<file path="src/rtl/restador.sv">
// -----------------------------------------------------------------------------
// restador -- loadable down-counting accumulator with selectable subtrahend.
//
// A load preset fills the accumulator with all ones and starts the RUN state.
// While running, every edge subtracts the selected operand (nothing, data1,
// data2, or data1+data2). When the subtrahend exceeds the accumulator, an
// underflow occurs.
//
// Configuration macro: RESTADOR_AUTO_RELOAD_EN
//   undefined : an underflow stores the wrapped difference, moves the block to
//               HALT, and raises a sticky underflow flag.
//   defined   : an underflow reloads the accumulator with all ones, the block
//               stays in RUN, and the underflow flag is a one-cycle pulse.
// -----------------------------------------------------------------------------
module restador #(
   parameter int NB_DATA = 3
) (
   input  logic                   i_clk,
   input  logic                   i_rst_n,
   input  logic [NB_DATA-1:0]     i_data1,
   input  logic [NB_DATA-1:0]     i_data2,
   input  logic [1:0]             i_sel,
   input  logic                   i_load,
   output logic [2*NB_DATA-1:0]   o_data,
   output logic                   o_underflow,
   output logic                   o_busy
);

   localparam int NB_ACC = 2 * NB_DATA;
   localparam logic [NB_ACC-1:0] ACC_MAX = '1;

   typedef enum logic [1:0] {
      IDLE = 2'd0,
      RUN  = 2'd1,
      HALT = 2'd2
   } state_t;

   state_t              state;
   logic [NB_ACC-1:0]   acc;
   logic [NB_DATA:0]    operand_sum;
   logic [NB_ACC-1:0]   subtrahend;
   logic [NB_ACC-1:0]   difference;
   logic                underflow_now;

   // Pick the subtrahend for this edge, zero-extended to the accumulator width
   always_comb begin
      operand_sum = {1'b0, i_data1} + {1'b0, i_data2};
      subtrahend  = '0;
      case (i_sel)
         2'd0:    subtrahend = '0;
         2'd1:    subtrahend = NB_ACC'(i_data1);
         2'd2:    subtrahend = NB_ACC'(i_data2);
         default: subtrahend = NB_ACC'(operand_sum);
      endcase
      difference    = acc - subtrahend;
      underflow_now = (subtrahend > acc);
   end

   // Control FSM and accumulator; all outputs come straight from registers
   always_ff @(posedge i_clk or negedge i_rst_n) begin
      if (!i_rst_n) begin
         state       <= IDLE;
         acc         <= '0;
         o_underflow <= 1'b0;
         o_busy      <= 1'b0;
      end else if (i_load) begin
         state       <= RUN;
         acc         <= ACC_MAX;
         o_underflow <= 1'b0;
         o_busy      <= 1'b1;
      end else begin
         case (state)
            RUN: begin
               if (underflow_now) begin
`ifdef RESTADOR_AUTO_RELOAD_EN
                  acc         <= ACC_MAX;
                  o_underflow <= 1'b1;
`else
                  acc         <= difference;
                  o_underflow <= 1'b1;
                  state       <= HALT;
                  o_busy      <= 1'b0;
`endif
               end else begin
                  acc         <= difference;
                  o_underflow <= 1'b0;
               end
            end
            IDLE, HALT: begin
               state <= state;
            end
            default: begin
               state  <= IDLE;
               o_busy <= 1'b0;
            end
         endcase
      end
   end

   assign o_data = acc;

endmodule

</file>
<file path="config.mk">
export PLATFORM = sky130hd
export DESIGN_NAME = restador
export DESIGN_NICKNAME = d
export VERILOG_FILES = /design/src/rtl/restador.sv
export SDC_FILE = /design/constraint.sdc
export NUM_CORES = 1
export LEC_CHECK = 0
export ABC_AREA = 1
export BUFFER_PORTS_ARGS = -buffer_cell sky130_fd_sc_hd__buf_2
export CORE_MARGIN = 2
export CORE_UTILIZATION = 45
export CTS_BUF_LIST = sky130_fd_sc_hd__clkbuf_2
export DETAILED_ROUTE_END_ITERATION = 10
export PLACE_DENSITY_LB_ADDON = 0.08
export SYNTH_ARGS = -nofsm -noshare
export SYNTH_HDL_FRONTEND = slang
export SYNTH_SLANG_ARGS = --single-unit
</file>
<file path="constraint.sdc">
create_clock -name i_clk -period 4.2 [get_ports i_clk]
set_input_delay 0.84 -clock i_clk [delete_from_list [all_inputs] [get_ports i_clk]]
set_output_delay 0.84 -clock i_clk [all_outputs]
set_load 0.02 [all_outputs]
</file>
# Word level (Yosys, flattened, before mapping)
# Cells that the tools add are included.
[totals]
reg_bits = 10
latchBits = 0
ram_bits = 0
mem_bits_ro = 0
elab_cells = 30
n_memories = 0
[classes]
add_sub_neg = 2
mul = 0
div = 0
order_cmp = 1
eq_ne = 6
shift = 0
n_mux = 12
bitwise_logic = 0
n_reduce_logical = 5
[op_table]
columns = ["cell", "count"]
rows = [
  ["$mux W6", 2],
  ["$pmux W4 S3", 1],
  ["$gt A6 B6 Y1", 1],
  ["$sub A6 B6 Y6", 1],
  ["$mux W1", 5],
  ["$add A3 B3 Y4", 1],
  ["$eq A2 B1 Y1 const B", 2],
  ["$eq A2 B2 Y1 const B", 2],
  ["$logic_not A2 Y1", 2],
  ["$mux W2", 2],
  ["$pmux W2 S2", 1],
  ["$ne A3 B3 Y1 const B", 1],
  ["$ne A2 B2 Y1 const B", 1],
  ["$pmux W1 S2", 1],
  ["$reduce_and A2 Y1", 1],
  ["$reduce_bool A2 Y1", 1],
  ["$reduce_or A2 Y1", 1],
]

# Depth between registers and ports, before layout
# Gate-level depths: netlist (run 1).
[logic_depth]
ltp_word = 6
mapped_depth = 14
mapped_depth_nobuf = 14

# Least setup slack after synthesis (run 1)
# OpenSTA, ideal clock, no wires.
[synth_path]
path_type = "input-to-reg"
start = "input port i_data1[0]"
end = "register acc[4] (netlist: o_data[4])"
setup_time_ps = 121
t_arrival_ps = 2485
required_time_ps = 4079
path_slack_ps = 1594
cell_stages = 12
cell_sequence = "ha_1 > inv_1 > fa_1 > nand2_1 > o211ai_1 > fa_1 > nand2_1 > nand2_1 > nand2_1 > nand3b_1 > nand2_1 > nand2_1"
[synth_via]
elab_chain_cells = 5
[synth_rtl]
columns = ["element", "line", "rtl"]
rows = [
  ["start: declaration", "20", "input logic [NB_DATA-1:0] i_data1,"],
  ["$add A3 B3 Y4", "47", "operand_sum = {1'b0, i_data1} + {1'b0, i_data2};"],
  ["$pmux W4 S3 *", "49", "case (i_sel)"],
  ["$sub A6 B6 Y6 *", "55", "difference = acc - subtrahend;"],
  ["$mux W6 *", "72", "case (state)"],
  ["$mux W6 *", "66", "end else if (i_load) begin"],
  ["end signal: assignment", "79", "acc <= difference;"],
  ["end signal: assignment", "85", "acc <= difference;"],
  ["end: declaration", "39", "logic [NB_ACC-1:0] acc;"],
]
# Mark *: on every way between the ends. The rest lies on a longest branch, timed or not. The select of a mux whose other input is x is not followed.
# A chain may end at the register's enable or synchronous reset.

# Final worst setup path (run 1)
[layout_path]
start = "input port i_data1[0]"
end = "register o_underflow"
[layout_via]
elab_chain_cells = 6
[layout_rtl]
columns = ["element", "line", "rtl"]
rows = [
  ["$add A3 B3 Y4", "47", ""],
  ["$pmux W4 S3 *", "49", ""],
  ["$gt A6 B6 Y1 *", "56", "underflow_now = (subtrahend > acc);"],
  ["$mux W1 *", "74", "if (underflow_now) begin"],
  ["$mux W1 *", "72", ""],
  ["$mux W1 *", "66", ""],
  ["end signal: assignment", "64", "o_underflow <= 1'b0;"],
  ["end signal: assignment", "69", "o_underflow <= 1'b0;"],
  ["end signal: assignment", "80", "o_underflow <= 1'b1;"],
  ["end: declaration", "25", "output logic o_underflow,"],
]
# Marked as above.

==> results of run 1 <==
[sequential cells by signal, summed over array words and instances (netlist names)]
signal	flops
o_data	6
o_underflow	1
state	2
[cell usage in the layout, fill, tap and decap left out, types with 2 or more instances in the layout]
cell type	instances
a21oi_1	5
buf_2	18
clkbuf_2	4
dfrtp_1	9
fa_1	2
ha_1	7
inv_1	15
inv_2	3
nand2_1	25
nand3_1	9
nor2_1	5
o21ai_1	3
[logic make-up (layout without fill, tap and decap cells)]
logic type | after synthesis | after routing | synth area share
AOI/OAI and AO/OA | 12 | 12 | 0.0977
xor gates and xnor gates | 1 | 1 | 0.0124
adders and majority gates | 9 | 9 | 0.181
buffers and inverters | 18 | 40 | 0.0959
DFF | 9 | 9 | 0.320
and+or+nand+nor | 45 | 45 | 0.293
[power groups by stage]
| stage | registers, mW | clock network [mW] | logic [mW] |
|---|---|---|---|
| finish | 0.117 | 0.0545 | 0.163 |
| global route | 0.121 | 0.0612 | 0.190 |
| CTS | 0.118 | 0.0575 | 0.166 |
| detailed placement | 0.119 | 0 | 0.165 |
| global placement | 0.119 | 0 | 0.163 |
| floorplan | 0.139 | 0 | 0.0991 |
[path summary, 6_finish.rpt]
check                                    to   startpoint  slack (ns)  cells after the start
worst max-delay path            o_underflow   i_data1[0]        1.61                     12
worst min-delay path              o_data[5]      i_rst_n        0.43                      1
worst max register to register  o_underflow    o_data[0]        2.62                      9
worst min register to register  o_underflow  o_underflow        0.49                      2
max in group asynchronous         o_data[0]      i_rst_n        3.58                      1
min in group i_clk              o_underflow  o_underflow        0.49                      2
[worst max-delay path, stage by stage]
cell and delay [ns]:
buf_2 0.10, ha_1 0.20, inv_1 0.07, fa_1 0.41, nand2_1 0.08, o211ai_1 0.14
fa_1 0.45, nand2_1 0.08, nand2_1 0.05, nand2_1 0.10, nand4_1 0.15, nand2_1 0.10
[per-layer routing]
metal | global-route usage | vias to the layer above
met5 | 0 | -
met4 | 0.0909 | 0
met3 | 0.0125 | 2
met2 | 0.326 | 15
met1 | 0.227 | 311
li1 | - | 353
[cell type report]
cell class              count  share of cell area
multi-input cells          67               0.493
flip-flops and latches      9               0.270
repair buffers             18               0.108
inverters                  18              0.0810
clock buffers               4              0.0240
well taps                  16              0.0240
[metrics by stage]
step	instances	utilization	hold WS, ns
2_1_floorplan	94	-	0.544
3_3_place_gp	128	0.547	0.461
3_5_place_dp	128	0.547	0.471
4_1_cts	132	0.561	0.422
5_1_grt	132	0.561	0.432
6_report	132	0.561	0.427
==> results.txt, run 1 <==
post-synthesis cell type count: 21
total power: 335 µW
Detail Placement HPWL: 1220 µm
Yosys warning count: 0
dpl cell area: 815 µm²
switching share of power: 0.423
vias in the first global route: 651
share of post-route cells with drive strength above 1: 0.241
Max VDD drop: 0.236 mV
Nets: 137
Ant. Diodes: 0
synth cell count leaders: 25 x nand2_1, 15 x inv_1, 9 x dfrtp_1, 9 x nand3_1, 7 x ha_1
Max FO, Critical Path: 4
#FFs+latches synth: 9
CTS Buf Count: 3
Critical Path Sink Type: flop
LEAKAGE: 0.468 nW
Die X: 43.6 µm
unrepaired setup endpoints after global routing: false
Reg power frac: 0.350
post-CTS setup buffers: 0
Initial Util: 0.473
P_int: 193 µW
Req. time, crit path: 4.37 ns
wire per inst: 10.9 µm
global-route wire length before repair: 2660 µm
total gr overflow: 0
H-tree Lvls: 1
post-route antenna net violation count: 0
total number of vias: 681
Worst Path Arrival: 2.76 ns
drt first pass iters: 4
placer congestion estimate: 0.746
final worst clock skew: 0.0113 ns
WL met1: 629 µm
status: finished clean
number of synthesized flops with an enable pin: 0
initial antenna violation count: 0
Max Fclk: 386 MHz
dpl ws: 1.34 ns
Sequential Area: 225 µm²
Startpoint Class: input port
Mapped Area: 704 µm²
aggregate negative setup slack: 0 ns
Period minus WS final: 2.59 ns
Max Cap Violations: 0
sequential cell area fraction in the yosys report: 0.320
max_slew headroom: 0.791
DR WL met3: 80 µm
Final setup viols: 0
Total Wirelength: 1440 µm
crit path kind: in2reg
syn avg cell area: 7.49 µm²
Psw: 142 µW
Final Hold Viols: 0
top sig layer: met4
Post-CTS Resized: 0
ys flop type: dfrtp_1
Clk pwr share: 0.163
Area Overhead vs Synth: 18.5%
met2 WL: 712 µm
asr flop ratio synth: 1.00
worst-skew pair later-pin latency: 0.24 ns
Max clock buf depth: 2
most common cell in the netlist: nand2_1
port bufs: 18
Ports: 19
# rows: 14
Final Cycle Share: 0.617
hold-fix buffers at CTS: 0
area of the multi-input gates: 412 µm²
TritonCTS clock tree: done
pwr dens: 402 nW/µm²
Synth area leaders: dfrtp_1 32%, nand2_1 13%, ha_1 12%
Worst Tran Pin Value: 0.311 ns
Clock transition at path regs: 0.10 ns
Max Slew Vio Count: 0
post-synth top area share: 0.320
top cell type by total area after synthesis: dfrtp_1
GRT Util Overall: 0.186
die area: 1900 µm²
Syn Nets: 114
Die Y: 43.6 µm
DR DRC count: 0
iteration-0 DRC count of the detailed router: 13
core area: 1490 µm²
cells after synthesis: 94
Gate power share: 0.487
largest net degree at the start of global routing: 10
vias per std cell: 5.16
final instance area: 835 µm²
clk sinks: 9
Final WS setup: 1.61 ns
Hold WC Path Type: in2async
CTS Root Buffer Type: clkbuf_2
Filler cells: 155
Note: power is estimated with default switching activity, not from simulation.
==> run 2: changes to the inputs <==
==> constraint.sdc (replaced) <==
create_clock -name i_clk -period 2.52 [get_ports i_clk]
set_input_delay 0.504 -clock i_clk [delete_from_list [all_inputs] [get_ports i_clk]]
set_output_delay 0.504 -clock i_clk [all_outputs]
set_load 0.02 [all_outputs]
==> results.txt, run 2 (synthesis gave the netlist of run 1 again) <==
iteration-0 DRC count of the detailed router: 11 (was 13)
Final Cycle Share: 0.878
CTS Root Buffer Type: clkbuf_2 (unchanged)
total number of vias: 668 (was 681)
Detail Placement HPWL: 1200 µm (was 1220 µm)
Die X: 43.6 µm (unchanged)
Clock transition at path regs: 0.09 ns (was 0.10 ns)
unrepaired setup endpoints after global routing: false (unchanged)
drt first pass iters: 4 (unchanged)
Nets: 138 (was 137)
Max Fclk: 452 MHz
final worst clock skew: 0.000926 ns (was 0.0113 ns)
Area Overhead vs Synth: 19.5% (was 18.5%)
Total Wirelength: 1490 µm (was 1440 µm)
post-route antenna net violation count: 0 (unchanged)
pwr dens: 677 nW/µm² (was 402 nW/µm²)
Ports: 19 (unchanged)
Filler cells: 136 (was 155)
Post-CTS Resized: 0 (unchanged)
total power: 570 µW (was 335 µW)
Hold WC Path Type: in2async (unchanged)
commonest non-fill, non-tap cell in the layout: nand2_1 (unchanged)
Die Y: 43.6 µm (unchanged)
DR DRC count: 0 (unchanged)
Max Slew Vio Count: 0 (unchanged)
clk sinks: 9 (unchanged)
GRT Util Overall: 0.194 (was 0.186)
Period minus WS final: 2.21 ns
wire per inst: 11.2 µm (was 10.9 µm)
largest net degree at the start of global routing: 10 (unchanged)
post-CTS setup buffers: 0 (unchanged)
placer congestion estimate: 0.751 (was 0.746)
reg-to-reg startpoint: o_data[0] (unchanged)
area of the multi-input gates: 412 µm² (unchanged)
# rows: 14 (unchanged)
share of post-route cells with drive strength above 1: 0.248 (was 0.241)
Sequential Area: 225 µm² (unchanged)
status: finished clean (unchanged)
Worst Tran Pin Value: 0.312 ns (was 0.311 ns)
Ant. Diodes: 0 (unchanged)
crit path kind: in2reg (unchanged)
port bufs: 18 (unchanged)
Final WS setup: 0.307 ns (was 1.61 ns)
global-route wire length before repair: 2710 µm (was 2660 µm)
aggregate negative setup slack: 0 ns (unchanged)
LEAKAGE: 0.473 nW (was 0.468 nW)
H-tree Lvls: 1 (unchanged)
CP startpoint: i_data1[0] (unchanged)
core area: 1490 µm² (unchanged)
vias per std cell: 5.02 (was 5.16)
Max Cap Violations: 0 (unchanged)
Final setup viols: 0 (unchanged)
Max FO, Critical Path: 4 (unchanged)
TritonCTS clock tree: done (unchanged)
Max VDD drop: 0.396 mV (was 0.236 mV)
max_slew headroom: 0.791 (about the same)
total gr overflow: 0 (unchanged)
vias in the first global route: 637 (was 651)
max reg flops: 6 (unchanged)
hold-fix buffers at CTS: 0 (unchanged)
Req. time, crit path: 2.67 ns (was 4.37 ns)
Startpoint Class: input port (unchanged)
Initial Util: 0.473 (unchanged)
worst-skew pair later-pin latency: 0.26 ns (was 0.24 ns)
dpl ws: 0.0198 ns (was 1.34 ns)
Max clock buf depth: 2 (unchanged)
CTS Buf Count: 3 (unchanged)
Worst Path Arrival: 2.37 ns (was 2.76 ns)
die area: 1900 µm² (unchanged)
most frequent cells in the layout: 25 x nand2_1, 18 x buf_2, 15 x inv_1 (unchanged)
Final Hold Viols: 0 (unchanged)
Critical Path Sink Type: flop (unchanged)
initial antenna violation count: 0 (unchanged)
## run 2: through the flow
stage	cell area, µm²	hold WS, ns	utilization	std cells
floorplan	704	0.208	-	94
global placement	822	0.369	0.552	129
detailed placement	822	0.368	0.552	129
global route	842	0.0925	0.566	133
CTS	842	0.0771	0.566	133
finish	842	0.0802	0.566	133
## run 2: path summary, 6_finish.rpt
check | cells after the start | end | slack (ns)
worst max register to register | 10 | o_data[4] | 0.94
worst max-delay path | 13 | o_data[4] | 0.31
min in group i_clk | 2 | o_underflow | 0.48
worst min-delay path | 1 | state[0] | 0.08
max in group asynchronous | 1 | o_data[1] | 2.26
worst min register to register | 2 | o_underflow | 0.48
## run 2: per-layer routing
metal / part of all wire / global-route usage / wire length, µm / vias up
met5: 0 / 0 / 0 / -
met4: 0.027 / 0.109 / 40 / 0
met3: 0.048 / 0.0125 / 71 / 5
met2: 0.50 / 0.326 / 746 / 19
met1: 0.42 / 0.247 / 633 / 293
li1: - / - / - / 351
## run 2: critical path, stage by stage
cell and delay [ns]:
buf_2 0.11, ha_1 0.20, inv_1 0.07, fa_1 0.40, nand2_1 0.08, o211ai_1 0.14, fa_1 0.43, nand2_1 0.07
nand2_1 0.04, nand2_1 0.12, nand3b_1 0.09, nand2_1 0.07, nand2_1 0.05
## run 2: final cells by class
cell class              count  share of cell area
well taps                  16              0.0238
clock buffers               4              0.0238
repair buffers             19               0.116
flip-flops and latches      9               0.267
multi-input cells          67               0.489
inverters                  18              0.0802
## run 2: power by group
| group | switching, mW | internal, mW | leakage (nW) | total [mW] |
|---|---|---|---|---|
| clock | 0.0525 | 0.0422 | 0.0166 | 0.0947 |
| sequential | 0.0229 | 0.172 | 0.0964 | 0.195 |
| combinational | 0.169 | 0.111 | 0.360 | 0.280 |
| total | 0.244 | 0.326 | 0.473 | 0.570 |
==> run 3: changes to the inputs <==
--- a/config.mk
+++ b/config.mk
@@ -8,7 +8,7 @@
 export ABC_AREA = 1
 export BUFFER_PORTS_ARGS = -buffer_cell sky130_fd_sc_hd__buf_2
 export CORE_MARGIN = 2
-export CORE_UTILIZATION = 45
+export CORE_UTILIZATION = 53
 export CTS_BUF_LIST = sky130_fd_sc_hd__clkbuf_2
 export DETAILED_ROUTE_END_ITERATION = 10
 export PLACE_DENSITY_LB_ADDON = 0.08
==> results.txt, run 3 (synthesis gave the netlist of run 1 again) <==
status: finished clean (unchanged)
Initial Util: 0.555 (was 0.473)
total number of vias: 655 (was 668)
core area: 1270 µm² (was 1490 µm²)
Final WS setup: 0.293 ns (was 0.307 ns)
CTS Buf Count: 3 (unchanged)
crit path kind: in2reg (unchanged)
Nets: 138 (unchanged)
largest net degree at the start of global routing: 10 (unchanged)
H-tree Lvls: 1 (unchanged)
worst-skew pair later-pin latency: 0.23 ns (was 0.26 ns)
Final Hold Viols: 0 (unchanged)
clk sinks: 9 (unchanged)
Worst Tran Pin Value: 0.304 ns (was 0.312 ns)
Clock transition at path regs: 0.09 ns (about the same)
dpl ws: 0.0352 ns (was 0.0198 ns)
Post-CTS Resized: 0 (unchanged)
post-CTS setup buffers: 0 (unchanged)
aggregate negative setup slack: 0 ns (unchanged)
Hold WC Path Type: in2async (unchanged)
hold-fix buffers at CTS: 0 (unchanged)
Req. time, crit path: 2.65 ns (was 2.67 ns)
Total Wirelength: 1360 µm (was 1490 µm)
Filler cells: 121 (was 136)
vias per std cell: 4.96 (was 5.02)
vias in the first global route: 481 (was 637)
most frequent cells in the layout: 25 x nand2_1, 18 x buf_2, 15 x inv_1 (unchanged)
Die Y: 40.5 µm (was 43.6 µm)
drt first pass iters: 4 (unchanged)
wire per inst: 10.3 µm (was 11.2 µm)
Ant. Diodes: 0 (unchanged)
Post-Place Cells: 128 (was 129)
Detail Placement HPWL: 1190 µm (was 1200 µm)
Period minus WS final: 2.23 ns (was 2.21 ns)
Final Cycle Share: 0.884 (was 0.878)
post-route antenna net violation count: 0 (unchanged)
die area: 1640 µm² (was 1900 µm²)
DR DRC count: 0 (unchanged)
commonest non-fill, non-tap cell in the layout: nand2_1 (unchanged)
TritonCTS clock tree: done (unchanged)
unrepaired setup endpoints after global routing: false (unchanged)
share of post-route cells with drive strength above 1: 0.248 (unchanged)
Critical Path Sink Type: flop (unchanged)
pwr dens: 671 nW/µm² (was 677 nW/µm²)
Final setup viols: 0 (unchanged)
Ports: 19 (unchanged)
max reg flops: 6 (unchanged)
Worst Path Arrival: 2.35 ns (was 2.37 ns)
total gr overflow: 0 (unchanged)
LEAKAGE: 0.473 nW (unchanged)
final worst clock skew: 0.00319 ns (was 0.000926 ns)
placer congestion estimate: 0.816 (was 0.751)
Area Overhead vs Synth: 19.4% (was 19.5%)
Max VDD drop: 0.431 mV (was 0.396 mV)
CTS Root Buffer Type: clkbuf_2 (unchanged)
port bufs: 18 (unchanged)
Finished Layout Cells: 132 (was 133)
# rows: 13 (was 14)
Max clock buf depth: 2 (unchanged)
iteration-0 DRC count of the detailed router: 12 (was 11)
Max FO, Critical Path: 4 (unchanged)
initial antenna violation count: 0 (unchanged)
Max Slew Vio Count: 0 (unchanged)
global-route wire length before repair: 1960 µm (was 2710 µm)
max_slew headroom: 0.796 (was 0.791)
Max Cap Violations: 0 (unchanged)
GRT Util Overall: 0.185 (was 0.194)
Startpoint Class: input port (unchanged)
Die X: 40.5 µm (was 43.6 µm)
total power: 564 µW (was 570 µW)
Max Fclk: 449 MHz (was 452 MHz)
run 3: cell counts in the layout (fill, tap and decap cells not counted):
Identical to the previous run, type by type.
run 3: worst paths after layout:
path,start,to,slack (ns),cells past startpoint
max in group asynchronous,i_rst_n,state[0],2.23,1
worst min-delay path,i_rst_n,o_data[3],0.10,1
worst max register to register,o_data[0],o_data[4],0.94,10
worst max-delay path,i_data1[0],o_data[4],0.29,13
min in group i_clk,o_underflow,o_underflow,0.50,2
worst min register to register,o_underflow,o_underflow,0.50,2
run 3: per-layer routing:
layer | up-vias | GRT usage | routed length [µm]
li1 | 352 | - | -
met1 | 291 | 0.266 | 670
met2 | 10 | 0.270 | 639
met3 | 2 | 0.0333 | 48
met4 | 0 | 0.0750 | 4
met5 | - | 0 | 0
run 3: cell type report:
cell class | instances | area [µm²] | area share
multi-input cells | 67 | 412 | 0.490
repair buffers | 19 | 97.6 | 0.116
well taps | 15 | 18.8 | 0.0223
flip-flops and latches | 9 | 225 | 0.268
clock buffers | 4 | 20.0 | 0.0238
inverters | 18 | 67.6 | 0.0804
run 3: critical path, cell delays in order:
cell and delay [ns]:
buf_2 0.11, ha_1 0.20, inv_1 0.07, fa_1 0.40
nand2_1 0.07, o211ai_1 0.14, fa_1 0.43, nand2_1 0.07
nand2_1 0.05, nand2_1 0.11, nand3b_1 0.09, nand2_1 0.07
nand2_1 0.05
run 3: stage by stage:
| stage | util | hold WS (ns) | area, µm² |
|---|---|---|---|
| final | 0.663 | 0.104 | 841 |
| after CTS | 0.663 | 0.0969 | 841 |
| after global routing | 0.663 | 0.0978 | 841 |
| after floorplan | - | 0.208 | 704 |
| after global placement | 0.647 | 0.362 | 821 |
| after detailed placement | 0.647 | 0.365 | 821 |
run 3: power breakdown:
part           total, mW  switching, mW  internal, mW
logic              0.281          0.169         0.112
clock network     0.0889         0.0467        0.0422
registers          0.194         0.0222         0.172
